===== src/rtl/gray_updown_counter_if.sv =====
`default_nettype none
// ============================================================================
// Module      : gray_updown_counter_if
// Description : Control and result bundle for gray_updown_counter.
//               master : drives enable / up / load / load_gray and
//                        observes gray / bin / tc
//               slave  : the counter itself
//   enable    count enable
//   up        direction, 1 = increment, 0 = decrement
//   load      synchronous load strobe
//   load_gray Gray-encoded value to load
//   gray      registered Gray-code count
//   bin       registered binary view of gray
//   tc        terminal-count / boundary flag (combinational)
// Revision    : 1.0 - initial release
// ============================================================================
interface gray_updown_counter_if #(
  parameter int WIDTH = 3
);
  logic             enable;
  logic             up;
  logic             load;
  logic [WIDTH-1:0] load_gray;
  logic [WIDTH-1:0] gray;
  logic [WIDTH-1:0] bin;
  logic             tc;

  modport master (
    output enable, up, load, load_gray,
    input  gray, bin, tc
  );

  modport slave (
    input  enable, up, load, load_gray,
    output gray, bin, tc
  );
endinterface
`default_nettype wire


===== src/rtl/gray_updown_counter.sv =====
`default_nettype none
// ============================================================================
// Module      : gray_updown_counter
// Description : Parametrised up/down Gray-code counter with clock enable,
//               synchronous Gray-encoded parallel load, wrap or saturate
//               behaviour at the range ends, a registered binary view and a
//               terminal-count flag.
//   clk       rising-edge clock
//   reset     asynchronous active-high reset
//   bus       gray_updown_counter_if.slave (enable, up, load, load_gray in;
//             gray, bin, tc out). Interface WIDTH must equal WIDTH here.
// Parameters  : WIDTH (>=2), SATURATE (0 wrap / 1 hold), RESET_VALUE (binary)
// Revision    : 1.0 - initial release
// ============================================================================
module gray_updown_counter #(
  parameter int WIDTH       = 3,
  parameter int SATURATE    = 0,
  parameter int RESET_VALUE = 0
) (
  input  wire logic              clk,
  input  wire logic              reset,
  gray_updown_counter_if.slave   bus
);

  localparam logic [WIDTH-1:0] c_all_ones   = '1;
  localparam logic [WIDTH-1:0] c_zero       = '0;
  localparam logic [WIDTH-1:0] c_reset_bin  = RESET_VALUE[WIDTH-1:0];
  localparam logic [WIDTH-1:0] c_reset_gray = c_reset_bin ^ (c_reset_bin >> 1);
  localparam bit               c_saturate   = (SATURATE != 0);

  logic [WIDTH-1:0] r_bin;
  logic [WIDTH-1:0] r_gray;

  logic [WIDTH-1:0] w_load_bin;
  logic [WIDTH-1:0] w_step_bin;
  logic [WIDTH-1:0] w_count_bin;
  logic             w_at_top;
  logic             w_at_bottom;
  logic             w_at_boundary;

  // Gray-to-binary: each binary bit is the XOR of all Gray bits at or above
  // it. Written as a reduction so no bit depends on another bit of the same
  // vector.
  generate
    for (genvar i = 0; i < WIDTH; i++) begin : g_g2b
      assign w_load_bin[i] = ^(bus.load_gray >> i);
    end
  endgenerate

  assign w_at_top      = (r_bin == c_all_ones);
  assign w_at_bottom   = (r_bin == c_zero);
  // Boundary in the direction of travel; used both for tc and saturation.
  assign w_at_boundary = (bus.up & w_at_top) | (~bus.up & w_at_bottom);

  // Modular step naturally gives wrap; saturate mode simply holds instead.
  assign w_step_bin  = bus.up ? (r_bin + 1'b1) : (r_bin - 1'b1);
  assign w_count_bin = (c_saturate && w_at_boundary) ? r_bin : w_step_bin;

  always_ff @(posedge clk or posedge reset) begin
    if (reset) begin
      r_bin  <= c_reset_bin;
      r_gray <= c_reset_gray;
    end else if (bus.load) begin
      r_bin  <= w_load_bin;
      r_gray <= bus.load_gray;
    end else if (bus.enable) begin
      r_bin  <= w_count_bin;
      r_gray <= w_count_bin ^ (w_count_bin >> 1);
    end
  end

  assign bus.bin  = r_bin;
  assign bus.gray = r_gray;
  assign bus.tc   = bus.enable & ~bus.load & w_at_boundary;

endmodule
`default_nettype wire


===== src/flat_wrapper.sv =====
// flat-port wrapper written by rule: the top's interface ports become plain ports
module gray_updown_counter_flat 
#(
  parameter int WIDTH       = 3,
  parameter int SATURATE    = 0,
  parameter int RESET_VALUE = 0
)
  (clk, reset, bus_enable, bus_up, bus_load, bus_load_gray, bus_gray, bus_bin, bus_tc);
  gray_updown_counter_if #(.WIDTH(WIDTH)) bus_i ();
  input  wire logic clk;
  input  wire logic reset;
  input wire logic [$bits(bus_i.enable)-1:0] bus_enable;
  input wire logic [$bits(bus_i.up)-1:0] bus_up;
  input wire logic [$bits(bus_i.load)-1:0] bus_load;
  input wire logic [$bits(bus_i.load_gray)-1:0] bus_load_gray;
  output wire logic [$bits(bus_i.gray)-1:0] bus_gray;
  output wire logic [$bits(bus_i.bin)-1:0] bus_bin;
  output wire logic [$bits(bus_i.tc)-1:0] bus_tc;
  assign bus_i.enable = bus_enable;
  assign bus_i.up = bus_up;
  assign bus_i.load = bus_load;
  assign bus_i.load_gray = bus_load_gray;
  assign bus_gray = bus_i.gray;
  assign bus_bin = bus_i.bin;
  assign bus_tc = bus_i.tc;
  gray_updown_counter #(.WIDTH(WIDTH), .SATURATE(SATURATE), .RESET_VALUE(RESET_VALUE)) u_core (.clk(clk), .reset(reset), .bus(bus_i));
endmodule

===== config.mk =====
export PLATFORM = sky130hd
export DESIGN_NAME = gray_updown_counter_flat
export DESIGN_NICKNAME = d
export VERILOG_FILES = /design/src/rtl/gray_updown_counter_if.sv /design/src/rtl/gray_updown_counter.sv /design/src/flat_wrapper.sv
export SDC_FILE = /design/constraint.sdc
export NUM_CORES = 1
export LEC_CHECK = 0
export BUFFER_PORTS_ARGS = -buffer_cell sky130_fd_sc_hd__buf_2
export CORE_AREA = 2 2 39 41
export CTS_CLUSTER_SIZE = 10
export DETAILED_ROUTE_END_ITERATION = 8
export DIE_AREA = 0 0 41 43
export HOLD_SLACK_MARGIN = 0.12
export REMOVE_ABC_BUFFERS = 1
export SLEW_MARGIN = 20
export SYNTH_ARGS = -nofsm -noshare
export SYNTH_HDL_FRONTEND = slang
export SYNTH_SLANG_ARGS = --single-unit

===== constraint.sdc =====
create_clock -name clk -period 3.29 [get_ports clk]
set_clock_uncertainty 0.2 [all_clocks]
set_input_delay 0.1645 -clock clk [delete_from_list [all_inputs] [get_ports clk]]
set_output_delay 0.1645 -clock clk [all_outputs]
set_load 0.01 [all_outputs]

==> results of run 1 <==
-- metrics by stage --
stage               power (µW)  hold slack [ns]
floorplan                150.1          -0.2570
global placement         184.8          -0.1307
detailed placement       185.0          -0.1194
CTS                      279.3           0.1504
global route             298.6           0.1840
finish                   278.7           0.1468
-- cell type report --
type                       count  share of cell area
clock buffer                   4             0.04677
multi-input combinational     29              0.3474
inverter                       4             0.02673
tap                           16             0.03563
sequential                     5              0.2227
timing repair buffer          25              0.3207
-- tightest hold or removal path, stage by stage --
cell	delay [ns]
dlygate4sd3_1	0.53
buf_2	0.11
inv_1	0.16
-- per-layer routing --
metal  track usage  part of all wire  up-vias
met1        0.1433              0.38      172
met2        0.2188              0.52        9
li1              -                 -      186
met4        0.1333             0.049        0
met3       0.06283             0.054        4
met5             0                 0        -
-- cell usage in the layout (no fill, tap or decap), drive strengths merged --
| cell | count |
|---|---|
| dfrtp | 5 |
| buf | 14 |
| o21ai | 4 |
| inv | 4 |
| xnor2 | 3 |
| nand4 | 1 |
| nand2 | 4 |
| a21oi | 3 |
| nand3 | 2 |
| xor2 | 4 |
| or4 | 1 |
| dlygate4sd3 | 11 |
| nor3b | 1 |
| nand2b | 1 |
| fa | 1 |
| clkbuf | 4 |
| nor2 | 2 |
| a211o | 1 |
| mux2i | 1 |
-- state kept, by name, indices dropped and copies added, names as in the netlist --
signal           count
u_core.bus.gray      3
u_core.bus.bin       2
-- worst max path at each step --
stage / start / cells past startpoint / end / slack, ns
final: u_core.bus.bin[0]$_DFFE_PP0P_ / 6 / u_core.bus.gray[1]$_DFFE_PP0P_ / 0.84
after floorplan: u_core.bus.bin[0]$_DFFE_PP0P_ / 5 / u_core.bus.gray[1]$_DFFE_PP0P_ / 1.47
after global placement: u_core.bus.bin[0]$_DFFE_PP0P_ / 5 / u_core.bus.gray[1]$_DFFE_PP0P_ / 1.43
after CTS: u_core.bus.bin[0]$_DFFE_PP0P_ / 6 / u_core.bus.gray[1]$_DFFE_PP0P_ / 0.88
after detailed placement: u_core.bus.bin[0]$_DFFE_PP0P_ / 5 / u_core.bus.gray[0]$_DFFE_PP0P_ / 1.43
after global routing: u_core.bus.bin[0]$_DFFE_PP0P_ / 6 / u_core.bus.gray[1]$_DFFE_PP0P_ / 0.66
-- cells by family after synthesis --
logic type,count (synthesis),share of synthesized area
multiplexers,1,0.02847
adder cells (fa/ha/maj),1,0.05694
AND/OR/NAND/NOR,12,0.1709
buffers and inverters,7,0.08894
AO/OA/AOI/OAI,8,0.1245
XOR/XNOR,7,0.1744
flip-flops,5,0.3559
-- power groups by stage --
| stage | clock [µW] | sequential (µW) | combinational (µW) |
|---|---|---|---|
| after floorplan | 0 | 92.6 | 57.5 |
| after global placement | 0 | 86.2 | 98.6 |
| after detailed placement | 0 | 87.1 | 97.9 |
| after CTS | 75.4 | 86.0 | 118 |
| after global routing | 78.1 | 87.5 | 133 |
| final | 74.1 | 85.3 | 119 |
==> flow_summary.yaml, run 1 <==
run_status:
  status: "finished, final reports clean"
logic_synthesis:
  async_reset_ff_frac: 1.000
  yosysSeqAreaShare: 0.3559
  synth_cell_types: 19
  synth-main-ff-cell: "dfrtp_1"
  synth_edf_count: 0
  ys_seq_elements: 5
  yosys.area.top_type: "dfrtp_1"
  synth_cells: 41
  yosysMostFrequentCell: "dfrtp_1"
  syn_area_um2: 351.6
  synthTopCellsByCount: "5 x dfrtp_1, 4 x inv_1, 4 x nand2_1, 4 x o21ai_0, 4 x xor2_1"
  ys_warn_count: 0
  synth_top_area_share: 0.3559
  syn_area_per_cell_um2: 8.575
  synth_area_leaders: "dfrtp_1 36%, xor2_1 10%, xnor2_1 7.5%, fa_1 5.7%, o21ai_0 5.7%"
grt:
  grt_pass1_vias: 391
  antenna_found_initial: 0
  grtUsageTotal: 0.1472
  grt_max_degree: 13
  grt_pass1_wl_um: 1593
  grt_overflow_total: 0
floorplan:
  core_area_um2: 1384
  die_w_um: 41
  rows: 14
  dieHeight_um: 43
  start_util: 0.2541
  ios: 15
  die-area_um2: 1763
detailed_routing:
  vias_per_cell: 4.470
  vias: 371
  drt_wl_total_um: 957
  first_iter_violations: 4
  drc_errors: 0
  wl_per_cell_um: 11.53
  first_pass_iters: 3
  ant_nets: 0
pwr:
  p_per_area_nw_per_um2: 496.0
  internal_power_uw: 182.3
  p_switching_uw: 96.37
  static-leakage-power_uw: 0.0002665
  combPwrFrac: 0.428
  irDropWorstVdd_mv: 0.2087
  sequentialPowerShare: 0.306
  clockPowerShare: 0.266
  p_sw_frac: 0.3458
setup_path:
  reg2reg_from: "u_core.bus.bin[0]$_DFFE_PP0P_"
  crit_chain: "inv_1 -> fa_1 -> xnor2_1 -> xnor2_1 -> o21ai_0 -> dlygate4sd3_1"
  critPathTopFamily: "buffers and inverters"
  path_class: "reg2reg"
  rr_worst_depth: 6
  cp_slowest_stage_delay_ns: 0.62
  critPathLaunchType: "flip-flop"
  reg2reg_to: "u_core.bus.gray[1]$_DFFE_PP0P_"
  cpMaxStageDelayCell: "fa_1"
  crit_buf_inv: 2
  cp-end-kind: "flip-flop"
  worstPathRequired_ns: 3.22
  r2r_slack_ns: 0.84
  crit_arrival_ns: 2.38
  crit_path_max_fanout: 6
  crit_top_cell: "xnor2_1"
clocking:
  cts_resized: 0
  cts_htree_levels: 1
  clk_latency_ns: 0.25
  clockBufferDepth: 2
  ctsRootBufferMaster: "clkbuf_4"
  cts_tree: "built"
  clock-sinks: 5
  post_cts_buffers: 0
  numCtsBuffers: 3
  holdBufCountCts: 11
  clkSlewWorstSetupHoldPaths_ns: 0.04
sta:
  fmax_mhz: 408.3
  hold_viol_final: 0
  finalMaxSlewViolations: 0
  rsz0062_at_grt: "false"
  setup_slack_ns: 0.8411
  slew_headroom: 0.7970
  tightest_slew_ns: 0.3035
  finalCritPeriodShare: 0.7444
  setup_viol: 0
  fin_crit_ns: 2.449
  setup_tns_ns: 0
placed_design:
  gp_congestion: 0.7184
  dpl_worst_slack_ns: 1.433
  hpwl_um: 629.4
  place.detailed.instances: 68
  place_area_um2: 425.4
  port-buffer-count: 14
finish:
  final_layout_size_suffix_gt1_frac: 0.2537
  fillers: 151
  fin_cells: 83
  regArea_um2: 125.1
  post-route-util: 0.4060
  antenna_cells: 0
  nets: 77
  multiInputGateArea_um2: 195.2
  fin_area_um2: 561.8
  syn_to_final_growth_pct: 59.79
job:
  maxCapViolations: 0
min_path:
  hold_path.class: "in2async"
Note: power is estimated with default switching activity, not from simulation.
==> inputs of run 2 (changes only) <==
==> constraint.sdc (replaced) <==
create_clock -name clk -period 2.36 [get_ports clk]
set_clock_uncertainty 0.2 [all_clocks]
set_input_delay 0.118 -clock clk [delete_from_list [all_inputs] [get_ports clk]]
set_output_delay 0.118 -clock clk [all_outputs]
set_load 0.01 [all_outputs]
==> flow_summary.yaml, run 2 (synthesis gave the netlist of run 1 again) <==
run_status:
  status: "finished, final reports clean"
setup_path:
  crit_arrival_ns: 2.17
  worstPathRequired_ns: 2.34
  crit_chain: "inv_1 -> fa_2 -> xor2_2 -> a211o_1 -> nand3_1 -> dlygate4sd3_1"
  crit_path_max_fanout: 5
  reg2reg_to: "u_core.bus.gray[2]$_DFFE_PP0P_"
  critPathLaunchType: "flip-flop"
  path_class: "reg2reg"
  critPathTopFamily: "buffers and inverters"
  cp-end-kind: "flip-flop"
  cpMaxStageDelayCell: "dlygate4sd3_1"
  r2r_slack_ns: 0.17
  reg2reg_from: "u_core.bus.bin[1]$_DFFE_PP0P_"
  rr_worst_depth: 6
  crit_buf_inv: 2
  cp_slowest_stage_delay_ns: 0.54
floorplan:
  die_w_um: 41
  ios: 15
  start_util: 0.2541
  dieHeight_um: 43
  rows: 14
  core_area_um2: 1384
  die-area_um2: 1763
sta:
  finalMaxSlewViolations: 0
  setup_tns_ns: 0
  slew_headroom: 0.8489
  hold_ws_ns: 0.1348
  setup_viol: 0
  fmax_mhz: 455.8
  hold_viol_final: 0
  fin_crit_ns: 2.194
  finalCritPeriodShare: 0.9296
  setup_slack_ns: 0.1661
  rsz0062_at_grt: "false"
  tightest_slew_ns: 0.2260
finish:
  final_cell_mix: "14 x buf_2, 11 x dlygate4sd3_1"
  final_common_cell: "buf_2"
  largest_reg_flops: 3
  syn_to_final_growth_pct: 65.12
  fin_cells: 84
  antenna_cells: 0
  nets: 78
  final_layout_size_suffix_gt1_frac: 0.3088
placed_design:
  dpl_worst_slack_ns: 0.4625
  hpwl_um: 607.1
  place.detailed.instances: 68
  port-buffer-count: 14
  gp_congestion: 0.7075
clocking:
  cts_htree_levels: 1
  numCtsBuffers: 3
  clkSlewWorstSetupHoldPaths_ns: 0.04
  ctsRootBufferMaster: "clkbuf_4"
  clockBufferDepth: 2
  cts_tree: "built"
  clock-sinks: 5
  clk_latency_ns: 0.24
pwr:
  static-leakage-power_uw: 0.0002695
  total_power_uw: 387.6
  irDropWorstVdd_mv: 0.3871
  p_per_area_nw_per_um2: 667.6
detailed_routing:
  vias_per_cell: 4.488
  drc_errors: 0
  ant_nets: 0
  vias: 377
  first_pass_iters: 2
  first_iter_violations: 3
  drt_wl_total_um: 961
  wl_per_cell_um: 11.44
grt:
  grt_pass1_vias: 376
  grtUsageTotal: 0.1413
  grt_pass1_wl_um: 1621
  grt_max_degree: 13
  grt_overflow_total: 0
  antenna_found_initial: 0
min_path:
  hold_path.class: "in2async"
job:
  maxCapViolations: 0
==> run 2: cell types whose count changed in the layout (fill, tap and decap cells not counted) <==
cell and change:
dfrtp_2 +1, xor2_2 +1, fa_1 -1, buf_4 +1, xor2_1 -1, dfrtp_1 -1
fa_2 +1
==> run 2: worst max path at each step <==
stage / slack [ns] / endpoint / start / depth (start not counted)
after floorplan: 0.54 / u_core.bus.gray[1]$_DFFE_PP0P_ / u_core.bus.bin[0]$_DFFE_PP0P_ / 5
after global placement: 0.51 / u_core.bus.gray[1]$_DFFE_PP0P_ / u_core.bus.bin[0]$_DFFE_PP0P_ / 5
after detailed placement: 0.46 / u_core.bus.gray[1]$_DFFE_PP0P_ / u_core.bus.bin[0]$_DFFE_PP0P_ / 5
after CTS: 0.03 / u_core.bus.gray[2]$_DFFE_PP0P_ / u_core.bus.bin[0]$_DFFE_PP0P_ / 6
after global routing: 0.06 / u_core.bus.gray[2]$_DFFE_PP0P_ / u_core.bus.bin[1]$_DFFE_PP0P_ / 6
final: 0.17 / u_core.bus.gray[2]$_DFFE_PP0P_ / u_core.bus.bin[1]$_DFFE_PP0P_ / 6
==> run 2: stage by stage <==
| step | utilization | area [µm²] |
|---|---|---|
| after CTS | 0.4060 | 561.8 |
| after global routing | 0.4195 | 580.6 |
| final | 0.4195 | 580.6 |
| after global placement | 0.3074 | 425.4 |
| after detailed placement | 0.3074 | 425.4 |
| after floorplan | - | 335.3 |
==> run 2: area by class of cell <==
cell class | count | area, µm²
Inverter | 4 | 15.01
Sequential cell | 5 | 126.4
Tap cell | 16 | 20.02
Clock buffer | 4 | 26.28
Fill cell | 145 | 803.3
Multi-Input combinational cell | 29 | 205.2
Timing Repair Buffer | 26 | 187.7
==> run 2: tightest hold or removal path: stages <==
cell	delay (ns)
dlygate4sd3_1	0.54
buf_2	0.12
inv_1	0.17
==> run 2: what timing repair did <==
item                                   CTS  global route
endpoints found under the hold margin   10             0
setup endpoints to repair                0             1
resized for setup                        0             3
buffers inserted                         0             1
hold buffers                            11             0
==> run 2: power by group <==
part | internal [µW] | switching, µW | total, µW
Sequential | 103 | 13.4 | 117
Combinational | 90.3 | 81.5 | 172
Clock | 63.9 | 35.1 | 99.1
Total | 258 | 130 | 388
==> run 2: routing by layer <==
layer / vias up / wire length, µm / GRT usage
met5: - / 0 / 0
met4: 0 / 0 / 0.04000
met3: 0 / 41 / 0.06806
met2: 8 / 545 / 0.2313
met1: 182 / 375 / 0.1536
li1: 187 / - / -
